$ cat config.mk
export PLATFORM = sky130hd
export DESIGN_NAME = seq_scan_ctrl
export DESIGN_NICKNAME = d
export VERILOG_FILES = /design/src/rtl/seq_scan_pkg.sv /design/src/rtl/seq_match_core.sv /design/src/rtl/seq_scan_ctrl.sv
export SDC_FILE = /design/constraint.sdc
export NUM_CORES = 1
export LEC_CHECK = 0
export CORE_ASPECT_RATIO = 0.6
export CORE_MARGIN = 4
export CORE_UTILIZATION = 57
export DETAILED_ROUTE_END_ITERATION = 7
export PLACE_DENSITY_LB_ADDON = 0.2
export SYNTH_ARGS = -nofsm -noshare
export SYNTH_HDL_FRONTEND = slang
export SYNTH_SLANG_ARGS = --single-unit
$ cat constraint.sdc
create_clock -name clk -period 5.2 [get_ports clk]
set_input_delay 1.04 -clock clk [delete_from_list [all_inputs] [get_ports clk]]
set_output_delay 1.04 -clock clk [all_outputs]
set_load 0.03 [all_outputs]
$ cat src/rtl/seq_scan_pkg.sv
// Shared types and defaults for the serial pattern scan controller.
package seq_scan_pkg;

  localparam int unsigned MAX_LEN_DEF = 8;
  localparam int unsigned CNT_W_DEF   = 8;
  localparam int unsigned LEN_W       = 4;

  typedef enum logic [1:0] {
    IDLE = 2'd0,
    SCAN = 2'd1,
    DONE = 2'd2
  } state_t;

  // Clamp a programmed length into the legal range 1..max_len.
  function automatic logic [LEN_W-1:0] clamp_len(input logic [LEN_W-1:0] len,
                                                 input int unsigned max_len);
    logic [LEN_W-1:0] res;
    if (len == '0) begin
      res = LEN_W'(1);
    end else if (32'(len) > max_len) begin
      res = LEN_W'(max_len);
    end else begin
      res = len;
    end
    return res;
  endfunction

endpackage

$ cat src/rtl/seq_match_core.sv
// Bit history, fill counter and masked compare for the scan controller.
// SEQ_OVERLAP_EN: when defined, history survives a match so overlapping
// occurrences are counted; otherwise the fill restarts after each match.
module seq_match_core
  import seq_scan_pkg::*;
#(
  parameter int unsigned MAX_LEN = MAX_LEN_DEF
) (
  input  logic               clk,
  input  logic               rst,
  input  logic               i_bit,
  input  logic               i_valid,
  input  logic [MAX_LEN-1:0] i_pattern,
  input  logic [LEN_W-1:0]   i_len,
  input  logic               i_clear,
  output logic               o_match_c
);

  localparam int unsigned FILL_W = $clog2(MAX_LEN + 1);

  logic [MAX_LEN-1:0] r_hist;
  logic [FILL_W-1:0]  r_fill;
  logic [MAX_LEN-1:0] w_hist_nxt;
  logic [FILL_W-1:0]  w_fill_inc;
  logic [MAX_LEN-1:0] w_mask;
  logic               w_match;

  // Next history/fill and match including the bit being accepted now.
  always_comb begin
    w_hist_nxt = {r_hist[MAX_LEN-2:0], i_bit};
    w_fill_inc = (r_fill == FILL_W'(MAX_LEN)) ? r_fill : r_fill + FILL_W'(1);
    w_mask     = '0;
    for (int unsigned i = 0; i < MAX_LEN; i++) begin
      w_mask[i] = (i < 32'(i_len));
    end
    w_match = i_valid && (32'(w_fill_inc) >= 32'(i_len)) &&
              ((w_hist_nxt & w_mask) == (i_pattern & w_mask));
  end

  assign o_match_c = w_match;

  // History and fill update on accepted bits.
  always_ff @(posedge clk) begin
    if (rst || i_clear) begin
      r_hist <= '0;
      r_fill <= '0;
    end else if (i_valid) begin
      r_hist <= w_hist_nxt;
`ifdef SEQ_OVERLAP_EN
      r_fill <= w_fill_inc;
`else
      r_fill <= w_match ? '0 : w_fill_inc;
`endif
    end
  end

endmodule

$ cat src/rtl/seq_scan_ctrl.sv
// Serial pattern scan controller: IDLE/SCAN/DONE FSM, match counter,
// bit handshake; the match datapath lives in seq_match_core.
// Optional build macro: SEQ_OVERLAP_EN (overlapping match counting).
module seq_scan_ctrl
  import seq_scan_pkg::*;
#(
  parameter int unsigned MAX_LEN = MAX_LEN_DEF,
  parameter int unsigned CNT_W   = CNT_W_DEF
) (
  input  logic               clk,
  input  logic               rst,
  input  logic               cfg_we,
  input  logic [MAX_LEN-1:0] cfg_pattern,
  input  logic [LEN_W-1:0]   cfg_len,
  input  logic [CNT_W-1:0]   cfg_target,
  input  logic               start,
  input  logic               stop,
  input  logic               x,
  input  logic               x_valid,
  output logic               x_ready,
  output logic               z,
  output logic [CNT_W-1:0]   match_cnt,
  output logic               busy,
  output logic               done
);

  state_t             r_state;
  state_t             w_state_nxt;
  logic               w_clear;
  logic               w_accept;
  logic               w_match;
  logic               w_hit_target;
  logic [CNT_W-1:0]   w_cnt_inc;

  logic [MAX_LEN-1:0] r_pattern;
  logic [LEN_W-1:0]   r_len;
  logic [CNT_W-1:0]   r_target;
  logic [CNT_W-1:0]   r_cnt;
  logic               r_z;
  logic               r_busy;
  logic               r_done;
  logic               r_x_ready;

  assign w_accept = x_valid && (r_state == SCAN);

  seq_match_core #(
    .MAX_LEN (MAX_LEN)
  ) u_core (
    .clk       (clk),
    .rst       (rst),
    .i_bit     (x),
    .i_valid   (w_accept),
    .i_pattern (r_pattern),
    .i_len     (r_len),
    .i_clear   (w_clear),
    .o_match_c (w_match)
  );

  // State register.
  always_ff @(posedge clk) begin
    if (rst) begin
      r_state <= IDLE;
    end else begin
      r_state <= w_state_nxt;
    end
  end

  // Next state, scan-entry clear and target detection; stop beats start.
  always_comb begin
    w_state_nxt  = r_state;
    w_clear      = 1'b0;
    w_cnt_inc    = (r_cnt == '1) ? r_cnt : r_cnt + CNT_W'(1);
    w_hit_target = w_match && (r_target != '0) && (w_cnt_inc == r_target);
    case (r_state)
      IDLE: begin
        if (!stop && start) begin
          w_state_nxt = SCAN;
          w_clear     = 1'b1;
        end
      end
      SCAN: begin
        if (stop) begin
          w_state_nxt = IDLE;
        end else if (w_hit_target) begin
          w_state_nxt = DONE;
        end
      end
      DONE: begin
        if (stop) begin
          w_state_nxt = IDLE;
        end else if (start) begin
          w_state_nxt = SCAN;
          w_clear     = 1'b1;
        end
      end
      default: begin
        w_state_nxt = IDLE;
      end
    endcase
  end

  // Configuration capture, ignored while scanning.
  always_ff @(posedge clk) begin
    if (rst) begin
      r_pattern <= '0;
      r_len     <= LEN_W'(1);
      r_target  <= '0;
    end else if (cfg_we && (r_state != SCAN)) begin
      r_pattern <= cfg_pattern;
      r_len     <= clamp_len(cfg_len, MAX_LEN);
      r_target  <= cfg_target;
    end
  end

  // Saturating match counter, held outside SCAN until the next start.
  always_ff @(posedge clk) begin
    if (rst || w_clear) begin
      r_cnt <= '0;
    end else if (w_match) begin
      r_cnt <= w_cnt_inc;
    end
  end

  // Registered status and match pulse.
  always_ff @(posedge clk) begin
    if (rst) begin
      r_z       <= 1'b0;
      r_busy    <= 1'b0;
      r_done    <= 1'b0;
      r_x_ready <= 1'b0;
    end else begin
      r_z       <= w_match;
      r_busy    <= (w_state_nxt == SCAN);
      r_done    <= (w_state_nxt == DONE);
      r_x_ready <= (w_state_nxt == SCAN);
    end
  end

  assign x_ready   = r_x_ready;
  assign z         = r_z;
  assign match_cnt = r_cnt;
  assign busy      = r_busy;
  assign done      = r_done;

endmodule

# == After elaboration in Yosys (flattened, before gate mapping) ==
# Cells that the tools add are included.
# word_totals
memories,0
ff_bits,44
mem_bits_rw,0
latch_bits,0
out_inout_bits,12
wordCells,60
romBits,0
# classes
mux,15
n_shift,0
add_sub_neg,2
n_div,0
order_cmp,10
n_eq_ne,9
n_reduce_logical,12
bitwise,2
mul,0
# ops
op,count
AND 8 bit,2
== test 8 bit,2
less-than comparator 3 x 4 -> 1 bit (first input constant),4
2-to-1 mux 4 bit,4
2-to-1 mux 2 bit,5
adder 8 x 1 -> 8 bit (second input constant),1
== test 8 bit (second input constant),1
less-than comparator 1 x 4 -> 1 bit (first input constant),2
less-than comparator 2 x 4 -> 1 bit (first input constant),2
2-to-1 mux 8 bit,1
nonzero test 8 bit,1
logical AND 1 bit,7
one-hot mux 2 bit (3 select lines),1
adder 4 x 1 -> 4 bit (second input constant),1
== test 2 x 1 -> 1 bit (second input constant),2
== test 2 bit (second input constant),2
== test 4 bit (second input constant),1
>= comparator 4 bit,1
greater-than comparator 4 bit (second input constant),1
logical NOT 4 bit,1
2-to-1 mux 1 bit,3
logical NOT 2 bit,1
inequality test 2 x 1 -> 1 bit (second input constant),1
one-hot mux 1 bit (2 select lines),1
other kinds (2),2

# == Logic depth before layout (Yosys ltp) ==
# Gate-level depths: netlist of the first run.
# depth
depth_word,11
depth_mapped,13

# == Hierarchy ==
# A second synthesis of the first run with hierarchy kept.
# unflattened
cells_unflattened,288
area_unflattened_um2,2389.8
# modules_own_cells
module,n_inst,seq_area_each_um2,area_each_um2,cells_each
seq_scan_ctrl,1,660.6,1649.1,204
seq_match_core,1,220.2,740.7,84

# == Least setup slack after synthesis of the first run ==
# Ideal clock, no wire load.
# synth_timing
kind,reg2reg
startpoint,register u_core.r_fill[0]
endpoint,register u_core.r_fill[0]
setup_slack_ns,2.735
t_required_ns,5.126
synth_period_minus_slack_ns,2.465
path_stages_with_launch,13
path_buffers,0
setup_time_ns,0.074
arrival_ns,2.391
path_cell_list,dfxtp_1 > inv_1 > ha_1 > nand2_1 > nor2_1 > xnor2_1 > ha_1 > nand2b_1 > a211oi_1 > o21bai_1 > o211a_1 > or4_1 > a31oi_1
# synth_between
elab_chain_len,6
elab_cells_between_ends,7
classes_between,add/sub (1); order compare (1); eq/ne (1); mux (2); reduce/logical (2)
# synth_lines
item,line_no,source
from (decl),seq_match_core.sv:22,logic [FILL_W-1:0] r_fill;
from (signal assigned),seq_match_core.sv:52,r_fill <= w_match ? '0 : w_fill_inc;
adder 4 x 1 -> 4 bit or == test 4 bit (tied branches),seq_match_core.sv:31,w_fill_inc = (r_fill == FILL_W'(MAX_LEN)) ? r_fill : r_fill + FILL_W'(1);
2-to-1 mux 4 bit *,seq_match_core.sv:31,
>= comparator 4 bit,seq_match_core.sv:36,w_match = i_valid && (32'(w_fill_inc) >= 32'(i_len)) &&
logical AND 1 bit (2 in series),seq_match_core.sv:36,
2-to-1 mux 4 bit *,seq_match_core.sv:52,
# Mark *: on every way between the ends. The rest lies on a longest branch, timed or not.
# A chain may end at the register's enable or synchronous reset.

# == Worst setup path after layout of the first run ==
# layout_timing
startpoint,input x_valid
endpoint,register r_x_ready (netlist: x_ready)
# layout_between
elab_chain_len,9
# layout_lines
item,line_no,source
from (decl),seq_scan_ctrl.sv:19,"input logic x_valid,"
logical AND 1 bit,seq_scan_ctrl.sv:44,assign w_accept = x_valid && (r_state == SCAN);
logical AND 1 bit (2 in series),seq_match_core.sv:36,
logical AND 1 bit (2 in series),seq_scan_ctrl.sv:73,w_hit_target = w_match && (r_target != '0) && (w_cnt_inc == r_target);
2-to-1 mux 2 bit,seq_scan_ctrl.sv:84,end else if (w_hit_target) begin
2-to-1 mux 2 bit,seq_scan_ctrl.sv:82,if (stop) begin
one-hot mux 2 bit (3 select lines),seq_scan_ctrl.sv:74,case (r_state)
== test 2 x 1 -> 1 bit,seq_scan_ctrl.sv:135,r_x_ready <= (w_state_nxt == SCAN);
to (signal assigned),seq_scan_ctrl.sv:135,
to (decl),seq_scan_ctrl.sv:42,logic r_x_ready;
# Every way passes these cells.

==> impl_metrics.ini, run 1 <==
[logic_synthesis]
synth_edf_count = 0
synth_largest_area_cell = dfxtp_1
synth_seq_cells = 44
yosysSeqAreaShare = 0.375
syn_area_per_cell_um2 = 7.70
synth_top_area_frac = 0.375
syn_inst = 305
syn_area_um2 = 2350
ys_warn_count = 0
synthFlopType = dfxtp_1
synth_nets = 339
async_reset_ff_frac = 0
synth_area_leaders = dfxtp_1, nand2_1, a21oi_1
synth_cell_types = 45

[detailed_routing]
vias = 2263
totalWireLength_mm = 5.86
wl_per_cell_um = 15.5
firstDrtPassIters = 5
drc = 0
drtAntennaViolNets = 0
drt_iter0_drc = 260
viasPerCell = 6.00

[critical_path]
worstPathMaxFanout = 11
start_kind = input port
critPathBufInv = 2
cp_slowest_stage_delay_ns = 0.55
cp_cell_sequence = clkdlybuf4s50_1, inv_1, nor2_1, o211a_1, o211a_1, and4_1, o41ai_1
worstSetupPathType = in2reg
critical_path.slowest_cell = nor2_1
endpoint_kind = register
cp.arrival_ns = 3.19
cp_top_family = simple AND/OR/NAND/NOR gates
worstPathRequired_ns = 5.35
crit_top_cell = o211a_1

[final_layout]
seq_area_um2 = 881
multi_input_area_um2 = 1350
final_cell_mix = nand2_1, dfxtp_1, a21oi_1
post_layout_nonfiller_instances = 377
n_fill_cell = 287
syn_to_final_growth_pct = 20.5
layout_commonest_cell = nand2_1
drive_gt1_frac = 0.0424
diodes = 0
design_area_um2 = 2830
fin_util = 0.743
final_nets = 364

[global_route]
grt_pass1_wl_mm = 9.91
gr-usage-all-layers = 0.236
grt_pass1_vias = 2108
grt_max_degree = 27
antenna_found_initial = 0
use_met3 = 0.0830
met2_usage = 0.318
gr-max-usage-layer = met1
grt-ovfl-total = 0
met1_usage = 0.343

[timing]
setup_violations = 0
hold-worst-slack_ns = 0.476
period_share = 0.585
finClkSkew_ns = 0.00664
worst_pin_slew_ns = 0.927
slew_headroom = 0.380
drv_slew = 0
rsz0062_at_grt = false
fin_crit_ns = 3.04
fin_ws_ns = 2.16
fmax_mhz = 329
hold_viol = 0
setup_tns_ns = 0

[placed_design]
port-buffer-count = 38
gp_congestion = 0.875
post-place-ws_ns = 1.85
placed_area_um2 = 2700
dp_cells = 370
dp_hpwl_mm = 4.25

[worst_hold_path]
hold_path.class = reg2reg

[pwr]
power_density_nw_per_um2 = 267
ir_drop_mv = 0.172
leakage_nw = 1.02
total_power_mw = 0.756

[clocking]
cts_hold_buf = 0
cts_tree = yes
clock_latency_ns = 0.30
h-tree-depth = 2
clock_sinks = 44
root_buffer = clkbuf_8
clockBufferDepth = 2
path_clk_slew_ns = 0.08
cts_resized = 0
post-cts-setup-buffers = 0
cts_buffers = 5

[floorplanning]
die_x_um = 90.9
num_rows = 17
io_pins = 39
dieArea_um2 = 5240
start_util = 0.617
coreArea_um2 = 3810
die_h_um = 57.7

[run]
maxCapViolCount = 0

[outcome]
outcome = completed
synth_stat cells (4+ instances only):
library cell / count
dfxtp_1: 44
o21ai_0: 10
xor2_1: 8
a21oi_1: 42
nor4_1: 5
nand2_1: 64
nand3_1: 9
nand3b_1: 4
nor3_1: 10
a211oi_1: 4
inv_1: 9
clkbuf_1: 18
nor2_1: 14
xnor2_1: 8
ha_1: 7
registers in the layout, summed over array words and instances, names as in the netlist:
name	cells
done	1
match_cnt	8
r_len	4
r_pattern	8
r_state	2
r_target	8
u_core.r_fill	4
u_core.r_hist	7
x_ready	1
z	1
cell type report:
class,count,area share
Inverter,9,0.0119
Multi-Input combinational cell,232,0.476
Clock buffer,5,0.0243
Tap cell,47,0.0208
Sequential cell,44,0.311
Timing Repair Buffer,38,0.134
Clock inverter,2,0.0212
per-layer routing:
layer,up-vias,wire [um]
li1,1132,-
met1,1018,2870
met2,105,2330
met3,8,592
met4,0,66
met5,-,0
kinds of logic (layout without fill, tap and decap cells):
| logic type | after synthesis | after routing | synth area share |
|---|---|---|---|
| flops | 44 | 44 | 0.375 |
| xor+xnor | 16 | 16 | 0.0597 |
| compound gates | 83 | 83 | 0.226 |
| simple gates | 126 | 126 | 0.251 |
| buf+inv | 29 | 54 | 0.0511 |
| fa+ha+maj | 7 | 7 | 0.0373 |
worst reg2reg max path, stage by stage (launching register included):
cell and delay, ns:
dfxtp_1 0.36, inv_1 0.11, ha_1 0.14, nand2_1 0.05, nor2_1 0.22, xnor2_1 0.18, ha_1 0.25, nand2b_1 0.14
a211oi_1 0.23, o21bai_1 0.16, o211a_1 0.28, and4_1 0.31, o41ai_1 0.28
where the power goes:
part	internal (mW)	switching (mW)	total, mW
clock network	0.189	0.118	0.307
logic	0.0421	0.0460	0.0881
registers	0.348	0.0132	0.361
total	0.579	0.177	0.756
worst paths after layout:
path         slack [ns]                        end  cells past startpoint                     startpoint
max                2.16         x_ready$_SDFF_PP0_                      7                        x_valid
min                0.48  r_pattern[4]$_SDFFE_PP0P_                      2      r_pattern[4]$_SDFFE_PP0P_
max reg2reg        2.38         x_ready$_SDFF_PP0_                     12  u_core.r_fill[0]$_SDFFE_PP0P_
min reg2reg        0.48  r_pattern[4]$_SDFFE_PP0P_                      2      r_pattern[4]$_SDFFE_PP0P_
(Power assumes the default switching activity.)
==> run 2, diff against run 1 <==
--- a/config.mk
+++ b/config.mk
@@ -7,7 +7,7 @@
 export LEC_CHECK = 0
 export CORE_ASPECT_RATIO = 0.6
 export CORE_MARGIN = 4
-export CORE_UTILIZATION = 57
+export CORE_UTILIZATION = 48
 export DETAILED_ROUTE_END_ITERATION = 7
 export PLACE_DENSITY_LB_ADDON = 0.2
 export SYNTH_ARGS = -nofsm -noshare
==> constraint.sdc (replaced) <==
create_clock -name clk -period 2.7 [get_ports clk]
set_input_delay 0.54 -clock clk [delete_from_list [all_inputs] [get_ports clk]]
set_output_delay 0.54 -clock clk [all_outputs]
set_load 0.03 [all_outputs]
==> run 2 against run 1 <==
Compared with the run above: flip-flop and latch count did not move; clock-buffer cell count rose by 1; sequential power rose by 93%; power rose by 88%; cell count rose by 7.4%; routed wire length rose by 5.0%; register-to-register slack got worse by 2.3 ns; via count rose by 2.2%; first-iteration DRC count fell by 10%; sequential share of layout area fell by 1.2 points; clock power rose by 76%.
==> impl_metrics.ini, run 2 (same netlist as run 1, synthesis figures left out) <==
[final_layout]
layout_commonest_cell = nand2_1
final_cell_mix = nand2_1, a21oi_1, dfxtp_1
syn_to_final_growth_pct = 26.2
diodes = 0
drive_gt1_frac = 0.0936
design_area_um2 = 2960
final_nets = 375
n_fill_cell = 422

[critical_path]
start_kind = register
worstPathMaxFanout = 6
cp.arrival_ns = 2.84
cp_cell_sequence = inv_1, ha_1, nand2_1, nor2_4, xnor2_1, ha_1, nand2b_1, a211oi_2, o21bai_2, o211a_1, or4_1, a31oi_1
worstPathRequired_ns = 2.92
cp_slowest_stage_delay_ns = 0.43
critical_path.slowest_cell = or4_1
crit_start = u_core.r_fill[0]$_SDFFE_PP0P_
crit_top_cell = ha_1
worstSetupPathType = reg2reg
endpoint_kind = register
rr_startpoint = u_core.r_fill[0]$_SDFFE_PP0P_

[floorplanning]
die_h_um = 62.2
coreArea_um2 = 4660
die_x_um = 98.3
start_util = 0.504
io_pins = 39
num_rows = 19
dieArea_um2 = 6110

[detailed_routing]
drtAntennaViolNets = 0
viasPerCell = 5.71
wl_per_cell_um = 15.2
firstDrtPassIters = 5
vias = 2313
drc = 0
totalWireLength_mm = 6.15
drt_iter0_drc = 233

[worst_hold_path]
hp-start = r_pattern[3]$_SDFFE_PP0P_
hold_path.class = reg2reg

[global_route]
grt-ovfl-total = 0
grt_max_degree = 26
antenna_found_initial = 0
grt_pass1_wl_mm = 10.3
gr-usage-all-layers = 0.205
grt_pass1_vias = 2108

[pwr]
leakage_nw = 1.09
power_density_nw_per_um2 = 479
ir_drop_mv = 0.286

[clocking]
cts_buffers = 5
clockBufferDepth = 2
path_clk_slew_ns = 0.08
clock_sinks = 44
root_buffer = clkbuf_8
clock_latency_ns = 0.30
h-tree-depth = 2
cts_tree = yes

[timing]
fmax_mhz = 382
hold_viol = 0
setup_violations = 0
period_share = 0.970
fin_crit_ns = 2.62
worst_pin_slew_ns = 0.711
finClkSkew_ns = 0.00531
slew_headroom = 0.526
fin_ws_ns = 0.0803
drv_slew = 0

[placed_design]
placed_area_um2 = 2800
dp_hpwl_mm = 4.48
post-place-ws_ns = 0.00965
port-buffer-count = 38
gp_congestion = 0.957

[outcome]
outcome = completed

[run]
maxCapViolCount = 0
==> run 2: changes by cell type in the layout (fill, tap and decap cells not counted), sizes merged <==
cell and change:
clkinv +1, buf +11, bufinv -1, clkbuf +1
==> run 2: worst paths after layout <==
path / endpoint / slack, ns / cells past startpoint
worst max-delay path: u_core.r_fill[0]$_SDFFE_PP0P_ / 0.08 / 12
worst min-delay path: r_pattern[3]$_SDFFE_PP0P_ / 0.48 / 2
worst max register to register: u_core.r_fill[0]$_SDFFE_PP0P_ / 0.08 / 12
worst min register to register: r_pattern[3]$_SDFFE_PP0P_ / 0.48 / 2
==> run 2: worst max-delay path, delay by kind of cell (launching register included) <==
family	cells	cell delay, ns
xor gates and xnor gates	1	0.14
AOI/OAI and AO/OA	4	0.73
DFF	1	0.37
adders and majority gates	2	0.39
buffers and inverters	1	0.09
and+or+nand+nor	4	0.83
==> run 2: layout make-up <==
type,count,area (um2),area share
inverter,9,33.8,0.0114
timing repair buffer,49,463,0.156
clock buffer,6,82.6,0.0279
clock inverter,2,38.8,0.0131
sequential,44,886,0.299
multi-input combinational,232,1380,0.466
tap,63,78.8,0.0266
==> run 2: layer usage <==
| metal | up-vias | part of all wire | global-route usage | wire length, um |
|---|---|---|---|---|
| met5 | - | 0 | 0 | 0 |
| met4 | 0 | 0.012 | 0.0664 | 71 |
| met3 | 9 | 0.096 | 0.0582 | 590 |
| met2 | 103 | 0.38 | 0.255 | 2330 |
| met1 | 1046 | 0.51 | 0.327 | 3160 |
| li1 | 1155 | - | - | - |
==> run 2: power by group <==
part	internal [mW]	switching, mW	total, mW
clock	0.303	0.236	0.539
sequential	0.669	0.0256	0.695
combinational	0.0913	0.0949	0.186
==> run 2: what timing repair did <==
item,in CTS,in global routing
setup buffers,0,1
hold buffers,0,0
setup endpoints to repair,1,11
pin swaps,0,4
resized for setup,1,8
==> run 2: through the flow <==
| step | util | setup TNS [ns] | hold WS, ns | std cells | total power [mW] |
|---|---|---|---|---|---|
| 3_5_place_dp | 0.600 | 0 | 0.470 | 396 | 0.884 |
| 2_1_floorplan | - | 0 | 0.448 | 305 | 0.808 |
| 3_3_place_gp | 0.600 | 0 | 0.465 | 396 | 0.882 |
| 4_1_cts | 0.627 | 0 | 0.481 | 404 | 1.42 |
| 5_1_grt | 0.636 | -0.0395 | 0.507 | 405 | 1.48 |
| 6_report | 0.636 | 0 | 0.477 | 405 | 1.42 |
